**src/rtl/keypad_scan_if.sv**
```systemverilog
// Keypad scan controller bus: matrix drive/sense plus the key FIFO consumer handshake.
// master = controller side, slave = keypad/consumer side.
interface keypad_scan_if;
    logic [3:0] col_out;
    logic [3:0] row_in;
    logic [3:0] key_code;
    logic       key_valid;
    logic       key_ready;
    logic       key_held;
    logic [2:0] fifo_count;
    logic       overflow;

    modport master (
        output col_out, key_code, key_valid, key_held, fifo_count, overflow,
        input  row_in, key_ready
    );

    modport slave (
        input  col_out, key_code, key_valid, key_held, fifo_count, overflow,
        output row_in, key_ready
    );
endinterface

```
**src/rtl/keypad_scan_ctrl.sv**
```systemverilog
// 4x4 matrix keypad scanner: column scan, whole-scan debounce FSM, 4-deep key FIFO.
// Optional feature macro: KEYPAD_AUTOREPEAT_EN (re-push a held key every REPEAT_SCANS scans).
module keypad_scan_ctrl #(
    parameter int SCAN_CYCLES    = 125_000,
    parameter int DEBOUNCE_SCANS = 4,
    parameter int REPEAT_SCANS   = 250
) (
    input logic           clk,
    input logic           rst,
    keypad_scan_if.master bus
);
    localparam int DW_W = (SCAN_CYCLES > 1) ? $clog2(SCAN_CYCLES) : 1;
    localparam int DB_W = $clog2(DEBOUNCE_SCANS + 1);

    typedef enum logic [1:0] {IDLE, CONFIRM, PRESSED, RELEASE} state_t;

    // Hex code printed on the key at row r, column c.
    function automatic logic [3:0] key_map(input logic [1:0] r, input logic [1:0] c);
        case ({r, c})
            4'h0: key_map = 4'h1;  4'h1: key_map = 4'h2;  4'h2: key_map = 4'h3;  4'h3: key_map = 4'hA;
            4'h4: key_map = 4'h4;  4'h5: key_map = 4'h5;  4'h6: key_map = 4'h6;  4'h7: key_map = 4'hB;
            4'h8: key_map = 4'h7;  4'h9: key_map = 4'h8;  4'hA: key_map = 4'h9;  4'hB: key_map = 4'hC;
            4'hC: key_map = 4'h0;  4'hD: key_map = 4'hF;  4'hE: key_map = 4'hE;  default: key_map = 4'hD;
        endcase
    endfunction

    logic [3:0]      row_meta, row_sync;
    logic [DW_W-1:0] dwell_cnt;
    logic [1:0]      col_idx;
    logic            dwell_last, eval;
    logic [1:0]      hit_cnt;          // 0, 1, or 2 meaning "two or more" so far this scan
    logic [3:0]      hit_code;
    logic [2:0]      cur_cnt, tot_cnt;
    logic [1:0]      cur_row;
    logic [3:0]      scan_code;
    logic            res_none, res_key;

    state_t          state, state_nx;
    logic [3:0]      cand, cand_nx;
    logic [DB_W-1:0] cnt, cnt_nx;
    logic            push;

`ifdef KEYPAD_AUTOREPEAT_EN
    localparam int RP_W = $clog2(REPEAT_SCANS + 1);
    logic [RP_W-1:0] rep_cnt, rep_nx;
`else
    // Repeat interval has no meaning without auto-repeat; this empty guard only names it.
    if (REPEAT_SCANS < 1) begin : g_repeat_unused
    end
`endif

    logic [3:0] fifo_mem [0:3];
    logic [1:0] wr_ptr, rd_ptr;
    logic [2:0] count;
    logic       pop, full, do_push, ovf;

    // Two-flop synchroniser for the asynchronous row sense lines (idle = pulled high).
    always_ff @(posedge clk or posedge rst) begin
        if (rst) begin
            row_meta <= '1;
            row_sync <= '1;
        end else begin
            row_meta <= bus.row_in;
            row_sync <= row_meta;
        end
    end

    assign dwell_last  = (dwell_cnt == DW_W'(SCAN_CYCLES - 1));
    assign eval        = dwell_last && (col_idx == 2'd3);
    assign bus.col_out = ~(4'b0001 << col_idx);

    // Column dwell timer and column pointer; one column low at a time.
    always_ff @(posedge clk or posedge rst) begin
        if (rst) begin
            dwell_cnt <= '0;
            col_idx   <= '0;
        end else if (dwell_last) begin
            dwell_cnt <= '0;
            col_idx   <= col_idx + 2'd1;
        end else begin
            dwell_cnt <= dwell_cnt + DW_W'(1);
        end
    end

    // Count low rows in the current column and fold them into the whole-scan tally.
    // NOTE: every combinational output gets a default before any branch so no latch is inferred.
    always_comb begin
        cur_cnt = '0;
        cur_row = '0;
        for (int r = 0; r < 4; r++) begin
            if (!row_sync[r]) begin
                cur_cnt = cur_cnt + 3'd1;
                cur_row = 2'(r);
            end
        end
        tot_cnt   = cur_cnt + 3'(hit_cnt);
        scan_code = (hit_cnt == 2'd1) ? hit_code : key_map(cur_row, col_idx);
        res_none  = eval && (tot_cnt == 3'd0);
        res_key   = eval && (tot_cnt == 3'd1);
    end

    // Per-scan intersection tally; cleared once column 3 has been evaluated.
    always_ff @(posedge clk or posedge rst) begin
        if (rst) begin
            hit_cnt  <= '0;
            hit_code <= '0;
        end else if (dwell_last) begin
            if (col_idx == 2'd3) begin
                hit_cnt  <= '0;
                hit_code <= '0;
            end else begin
                hit_cnt  <= (tot_cnt >= 3'd2) ? 2'd2 : tot_cnt[1:0];
                hit_code <= scan_code;
            end
        end
    end

    // Debounce state, candidate key and scan counters.
    always_ff @(posedge clk or posedge rst) begin
        if (rst) begin
            state   <= IDLE;
            cand    <= '0;
            cnt     <= '0;
`ifdef KEYPAD_AUTOREPEAT_EN
            rep_cnt <= '0;
`endif
        end else begin
            state   <= state_nx;
            cand    <= cand_nx;
            cnt     <= cnt_nx;
`ifdef KEYPAD_AUTOREPEAT_EN
            rep_cnt <= rep_nx;
`endif
        end
    end

    // Debounce decisions, taken only on the scan-result evaluation cycle.
    always_comb begin
        state_nx = state;
        cand_nx  = cand;
        cnt_nx   = cnt;
        push     = 1'b0;
`ifdef KEYPAD_AUTOREPEAT_EN
        rep_nx   = rep_cnt;
`endif
        if (eval) begin
            case (state)
                IDLE: begin
                    if (res_key) begin
                        state_nx = CONFIRM;
                        cand_nx  = scan_code;
                        cnt_nx   = DB_W'(1);
                    end
                end
                CONFIRM: begin
                    if (res_key && (scan_code == cand)) begin
                        if (cnt >= DB_W'(DEBOUNCE_SCANS - 1)) begin
                            push     = 1'b1;
                            state_nx = PRESSED;
`ifdef KEYPAD_AUTOREPEAT_EN
                            rep_nx   = '0;
`endif
                        end else begin
                            cnt_nx = cnt + DB_W'(1);
                        end
                    end else if (res_key) begin
                        cand_nx = scan_code;
                        cnt_nx  = DB_W'(1);
                    end else begin
                        state_nx = IDLE;
                    end
                end
                PRESSED: begin
                    if (res_none) begin
                        state_nx = RELEASE;
                        cnt_nx   = DB_W'(1);
                    end
`ifdef KEYPAD_AUTOREPEAT_EN
                    else if (res_key && (scan_code == cand)) begin
                        if (rep_cnt >= RP_W'(REPEAT_SCANS - 1)) begin
                            push   = 1'b1;
                            rep_nx = '0;
                        end else begin
                            rep_nx = rep_cnt + RP_W'(1);
                        end
                    end else begin
                        rep_nx = '0;
                    end
`endif
                end
                RELEASE: begin
                    if (res_none) begin
                        if (cnt >= DB_W'(DEBOUNCE_SCANS - 1)) state_nx = IDLE;
                        else                                   cnt_nx   = cnt + DB_W'(1);
                    end else begin
                        state_nx = PRESSED;
`ifdef KEYPAD_AUTOREPEAT_EN
                        rep_nx   = '0;
`endif
                    end
                end
                default: state_nx = IDLE;
            endcase
        end
    end

    assign full    = (count == 3'd4);
    assign pop     = (count != 3'd0) && bus.key_ready;
    assign do_push = push && (!full || pop);

    // Key storage write port.
    // NOTE: storage is not reset; key_code is forced to 0 while empty so stale entries never show.
    always_ff @(posedge clk) begin
        if (do_push) fifo_mem[wr_ptr] <= cand;
    end

    // FIFO pointers, fill level and sticky overflow flag.
    always_ff @(posedge clk or posedge rst) begin
        if (rst) begin
            wr_ptr <= '0;
            rd_ptr <= '0;
            count  <= '0;
            ovf    <= 1'b0;
        end else begin
            if (do_push) wr_ptr <= wr_ptr + 2'd1;
            if (pop)     rd_ptr <= rd_ptr + 2'd1;
            if (do_push && !pop)      count <= count + 3'd1;
            else if (pop && !do_push) count <= count - 3'd1;
            if (push && full && !pop) ovf <= 1'b1;
        end
    end

    assign bus.key_valid  = (count != 3'd0);
    assign bus.key_code   = (count != 3'd0) ? fifo_mem[rd_ptr] : 4'h0;
    assign bus.fifo_count = count;
    assign bus.overflow   = ovf;
    assign bus.key_held   = (state == PRESSED) || (state == RELEASE);

endmodule

```
**src/flat_wrapper.sv**
```systemverilog
// flat-port wrapper written by rule: the top's interface ports become plain ports
module keypad_scan_ctrl_flat 
#(
    parameter int SCAN_CYCLES    = 125_000,
    parameter int DEBOUNCE_SCANS = 4,
    parameter int REPEAT_SCANS   = 250
)
  (clk, rst, bus_col_out, bus_key_code, bus_key_valid, bus_key_held, bus_fifo_count, bus_overflow, bus_row_in, bus_key_ready);
  keypad_scan_if bus_i ();
  input logic clk;
  input logic rst;
  output wire logic [$bits(bus_i.col_out)-1:0] bus_col_out;
  output wire logic [$bits(bus_i.key_code)-1:0] bus_key_code;
  output wire logic [$bits(bus_i.key_valid)-1:0] bus_key_valid;
  output wire logic [$bits(bus_i.key_held)-1:0] bus_key_held;
  output wire logic [$bits(bus_i.fifo_count)-1:0] bus_fifo_count;
  output wire logic [$bits(bus_i.overflow)-1:0] bus_overflow;
  input wire logic [$bits(bus_i.row_in)-1:0] bus_row_in;
  input wire logic [$bits(bus_i.key_ready)-1:0] bus_key_ready;
  assign bus_col_out = bus_i.col_out;
  assign bus_key_code = bus_i.key_code;
  assign bus_key_valid = bus_i.key_valid;
  assign bus_key_held = bus_i.key_held;
  assign bus_fifo_count = bus_i.fifo_count;
  assign bus_overflow = bus_i.overflow;
  assign bus_i.row_in = bus_row_in;
  assign bus_i.key_ready = bus_key_ready;
  keypad_scan_ctrl #(.SCAN_CYCLES(SCAN_CYCLES), .DEBOUNCE_SCANS(DEBOUNCE_SCANS), .REPEAT_SCANS(REPEAT_SCANS)) u_core (.clk(clk), .rst(rst), .bus(bus_i));
endmodule
```
**config.mk**
```make
export PLATFORM = sky130hd
export DESIGN_NAME = keypad_scan_ctrl_flat
export DESIGN_NICKNAME = d
export VERILOG_FILES = /design/src/rtl/keypad_scan_if.sv /design/src/rtl/keypad_scan_ctrl.sv /design/src/flat_wrapper.sv
export SDC_FILE = /design/constraint.sdc
export NUM_CORES = 1
export LEC_CHECK = 0
export BUFFER_PORTS_ARGS = -buffer_cell sky130_fd_sc_hd__buf_2
export CORE_MARGIN = 10
export CORE_UTILIZATION = 40
export DETAILED_ROUTE_END_ITERATION = 6
export GPL_ROUTABILITY_DRIVEN = 1
export PLACE_DENSITY_LB_ADDON = 0.12
export SYNTH_ARGS = -nofsm -noshare
export SYNTH_HDL_FRONTEND = slang
export SYNTH_SLANG_ARGS = --single-unit
```
**constraint.sdc**
```tcl
create_clock -name clk -period 4.4 [get_ports clk]
set_clock_uncertainty 0.2 [all_clocks]
set_input_delay 1.1 -clock clk [delete_from_list [all_inputs] [get_ports clk]]
set_output_delay 1.1 -clock clk [all_outputs]
set_load 0.01 [all_outputs]
```
==> summary.md <==
| Metric | Value |
|---|---|
| Total CTS buffers | `9` |
| Clk pwr share | `0.450` |
| Status | `complete, no violations` |
| CTS root buffer | `clkbuf_8` |
| Crit share post-route | `0.950` |
| Synthesized cell area | `3610 sq um` |
| Crit-path leading delay family | `adder cells` |
| Max Cap Viol | `0` |
| Critical path depth | `16` |
| R2R cell count | `16` |
| First-pass GRT wire length | `12.2 mm` |
| Antenna violations before repair | `0` |
| Crit path kind | `reg -> reg` |
| Tot Pwr | `0.00128 W` |
| Syn nets | `between 300 and 400` |
| Die W | `115 microns` |
| CTS H-tree lvls | `3` |
| Gpl congestion | `slightly below 0.8` |
| Yosys cell types | `60` |
| Final hold vios | `0` |
| Post-Syn Area per Cell | `11.0 sq um` |
| Total GRT Usage | `0.115` |
| DR pass1 iterations | `4` |
| Clock transition at the registers of the reported paths | `80 ps` |
| Yosys warning count | `0` |
| Via density | `5.22` |
| Worst Path Required | `4460 ps` |
| Sequential share of power | `0.496` |
| Post-Route WL | `between 7 and 8 mm` |
| Synth Instances | `328` |
| Ys async rst share | `0.758` |
| Combinational share of power | `0.054` |
| Die Height | `approximately 120 microns` |
| Peak fanout along the critical path | `3` |
| Critical Path Source Type | `flop` |
| CP peak stage delay | `540 ps` |
| Leak | `around 1.8 nW` |
| DRT iter0 DRCs | `126` |
| Min Clock Period, post-route | `between 4000 and 5000 ps` |
| Share of cells above drive strength 1 | `0.211` |
| Setup TNS Final | `0 ps` |
| Highest clock rate | `around 240 MHz` |
| Post-route ant nets | `0` |
| Die Area | `13,200 sq um` |
| Final Max Tran Viols | `0` |
| Switching fraction of total power | `0.233` |
| CP max-delay cell | `dfstp_2` |
| Worst Tran Pin Value | `around 760 ps` |
| DR WL/cell | `roughly 15 microns` |
| HP Class | `reg -> reg` |
| Worst-Skew Late Latency | `350 ps` |
| Initial Util | `0.412` |
| I/O Buffers | `20` |
| CTS tree | `done` |
| Via Count | `about 2,400` |
| Worst-path cell chain | `inv_1 -> ha_4 -> xnor2_2 -> ha_1 -> mux2_2 -> fa_2 -> xnor3_2 -> nor3b_2 -> and4_4 -> and4_4 -> ha_2 -> inv_1 -> fa_2 -> xor2_1 -> nor2_1 -> xor2_1` |
| Internal Pwr Total | `about 0.00098 W` |
| Rel. slew slack | `0.495` |
| Worst hold path depth | `0` |
| Pin count of the biggest net entering global routing | `30` |
| CP arrival | `approximately 4200 ps` |
| Final Non-Filler Cells | `464` |
| Worst vdd ir | `203 uV` |
| Vias in the first global route | `between 2,000 and 2,500` |
| Clock Tree Buf Depth | `2` |
| Crit. End Element | `flop` |
| CP Buf/Inv Count | `2` |
| Drc violations | `0` |
| Main synth FF type | `dfrtp_1` |
| Core box area | `8760 sq um` |
| Total grt overflow | `0` |
| Layout area overhead | `12.8%` |
| Cell Pwr Density | `314 nW/um^2` |
| IO Pins | `21` |
| Number of flops mapped to enable cells by yosys | `16` |
| Cells after DPL | `446` |
| Final setup vio count | `0` |
| Layout Nets | `378` |
| RSZ-0062 raised after global routing | `no` |
| Switching pwr | `slightly below 0.0003 W` |
| DP HPWL | `5.10 mm` |
| Register area share after synthesis | `0.482` |
| Yosys reg bits | `66` |
| Count of clock tree sinks | `66` |
| Core Rows | `34` |
| Number of inserted diodes | `0` |
## registers in the layout (all words and copies together), names as in the netlist, 3 cells and up
signal / cells
u_core.dwell_cnt: 17
u_core.row_sync: 4
u_core.cnt: 3
u_core.hit_code: 4
u_core.fifo_mem: 16
u_core.row_meta: 4
u_core.cand: 4
u_core.bus.fifo_count: 3
## stage by stage
| stage | instance area [sq um] | util | hold slack, ps | worst slack (ps) |
|---|---|---|---|---|
| after floorplan | 3630 | - | 145 | 146 |
| final | 4080 | 0.465 | 158 | 222 |
| after global placement | 3820 | 0.436 | 146 | 193 |
| after CTS | 4040 | 0.461 | 159 | 101 |
| after detailed placement | 3820 | 0.436 | 147 | 144 |
| after global routing | 4080 | 0.465 | 162 | 26.4 |
## path summary, 6_finish.rpt
kind	from	to	slack (ps)
worst max-delay path	u_core.row_sync[0]	u_core.bus.fifo_count[2]	220
max in group asynchronous	rst	u_core.cnt[2]	2650
min in group asynchronous	rst	u_core.hit_code[3]	620
worst min-delay path	u_core.row_meta[3]	u_core.row_sync[3]	160
worst max register to register	u_core.row_sync[0]	u_core.bus.fifo_count[2]	220
worst min register to register	u_core.row_meta[3]	u_core.row_sync[3]	160
## final cells by class
| type | instances | area, sq um |
|---|---|---|
| fillers | 837 | 4680 |
| clock inverters | 7 | 100 |
| well taps | 108 | 135 |
| clock buffers | 9 | 124 |
| inverters | 18 | 67.6 |
| flip-flops and latches | 66 | 1740 |
| repair buffers | 26 | 145 |
| multi-input cells | 230 | 1770 |
## what timing repair did
action,CTS,global route
setup endpoints to repair,0,2
hold buffers,0,0
resized for setup,0,5
buffers inserted,0,2
## metal layers
| layer | track usage | part of all wire | wire length, microns |
|---|---|---|---|
| met4 | 0.0578 | 0.019 | 133 |
| met5 | 0 | 0 | 0 |
| met3 | 0.0328 | 0.043 | 305 |
| met1 | 0.141 | 0.47 | 3320 |
| met2 | 0.179 | 0.47 | 3290 |
## synthesized netlist by cell type, drive strengths merged (2+ instances only)
cell / count / area share
nor3: 6 / 0.0083
nor4b: 4 / 0.013
mux4: 4 / 0.025
a31o: 2 / 0.0048
nand2: 22 / 0.023
dfstp: 8 / 0.058
o31ai: 5 / 0.010
o21ai: 9 / 0.012
o2111ai: 2 / 0.0048
clkbuf: 9 / 0.0093
nand4: 9 / 0.016
buf: 5 / 0.011
mux2: 4 / 0.013
a21o: 3 / 0.0062
nand3b: 3 / 0.0062
and4: 6 / 0.016
and3: 5 / 0.0087
ha: 18 / 0.062
or4b: 2 / 0.0055
nor4: 3 / 0.0052
a31oi: 4 / 0.0069
nor2: 21 / 0.022
edfxtp: 16 / 0.13
nand3: 15 / 0.021
nand2b: 7 / 0.012
inv: 18 / 0.019
nor2b: 4 / 0.0069
xor2: 10 / 0.024
dfrtp: 42 / 0.29
fa: 2 / 0.011
or4: 2 / 0.0052
mux2i: 3 / 0.0083
a21oi: 6 / 0.0083
xnor2: 17 / 0.041
or3: 3 / 0.0052
nor3b: 4 / 0.011
and2: 15 / 0.026
## power groups by stage
stage | combinational, W | sequential [W] | clock [W]
floorplan | 0.0000527 | 0.000645 | 0
finish | 0.0000693 | 0.000635 | 0.000576
global route | 0.0000796 | 0.000635 | 0.000625
detailed placement | 0.0000664 | 0.000647 | 0
CTS | 0.0000672 | 0.000635 | 0.000596
global placement | 0.0000659 | 0.000647 | 0
## cells by family after synthesis
group                    after synthesis  share of synthesized area
buffers and inverters                 32                     0.0391
AO/OA/AOI/OAI                         39                     0.0748
adder cells (fa/ha/maj)               20                     0.0734
multiplexers                          11                     0.0467
flip-flops                            66                      0.482
XOR/XNOR                              28                     0.0716
AND/OR/NAND/NOR                      132                      0.213
## cell usage in the layout, fill, tap and decap left out, types with 3 or more instances in the layout
| master | count |
|---|---|
| nand4_1 | 9 |
| dfrtp_1 | 42 |
| nor3_1 | 6 |
| nor2_1 | 21 |
| o21ai_0 | 8 |
| mux2i_1 | 3 |
| and4_1 | 4 |
| nand2_1 | 22 |
| a31oi_1 | 4 |
| and2_1 | 14 |
| clkbuf_8 | 9 |
| xnor2_1 | 16 |
| buf_4 | 6 |
| a21o_1 | 3 |
| a21oi_1 | 6 |
| ha_1 | 16 |
| nand3b_1 | 3 |
| or3_1 | 3 |
| xor2_1 | 10 |
| buf_2 | 20 |
| nor4_1 | 3 |
| o31ai_1 | 5 |
| dfstp_2 | 8 |
| inv_1 | 16 |
| mux4_2 | 4 |
| and3_1 | 5 |
| edfxtp_1 | 16 |
| nand2b_1 | 7 |
| nand3_1 | 15 |
| nor2b_1 | 4 |
Power figures use the tool's default switching activity.
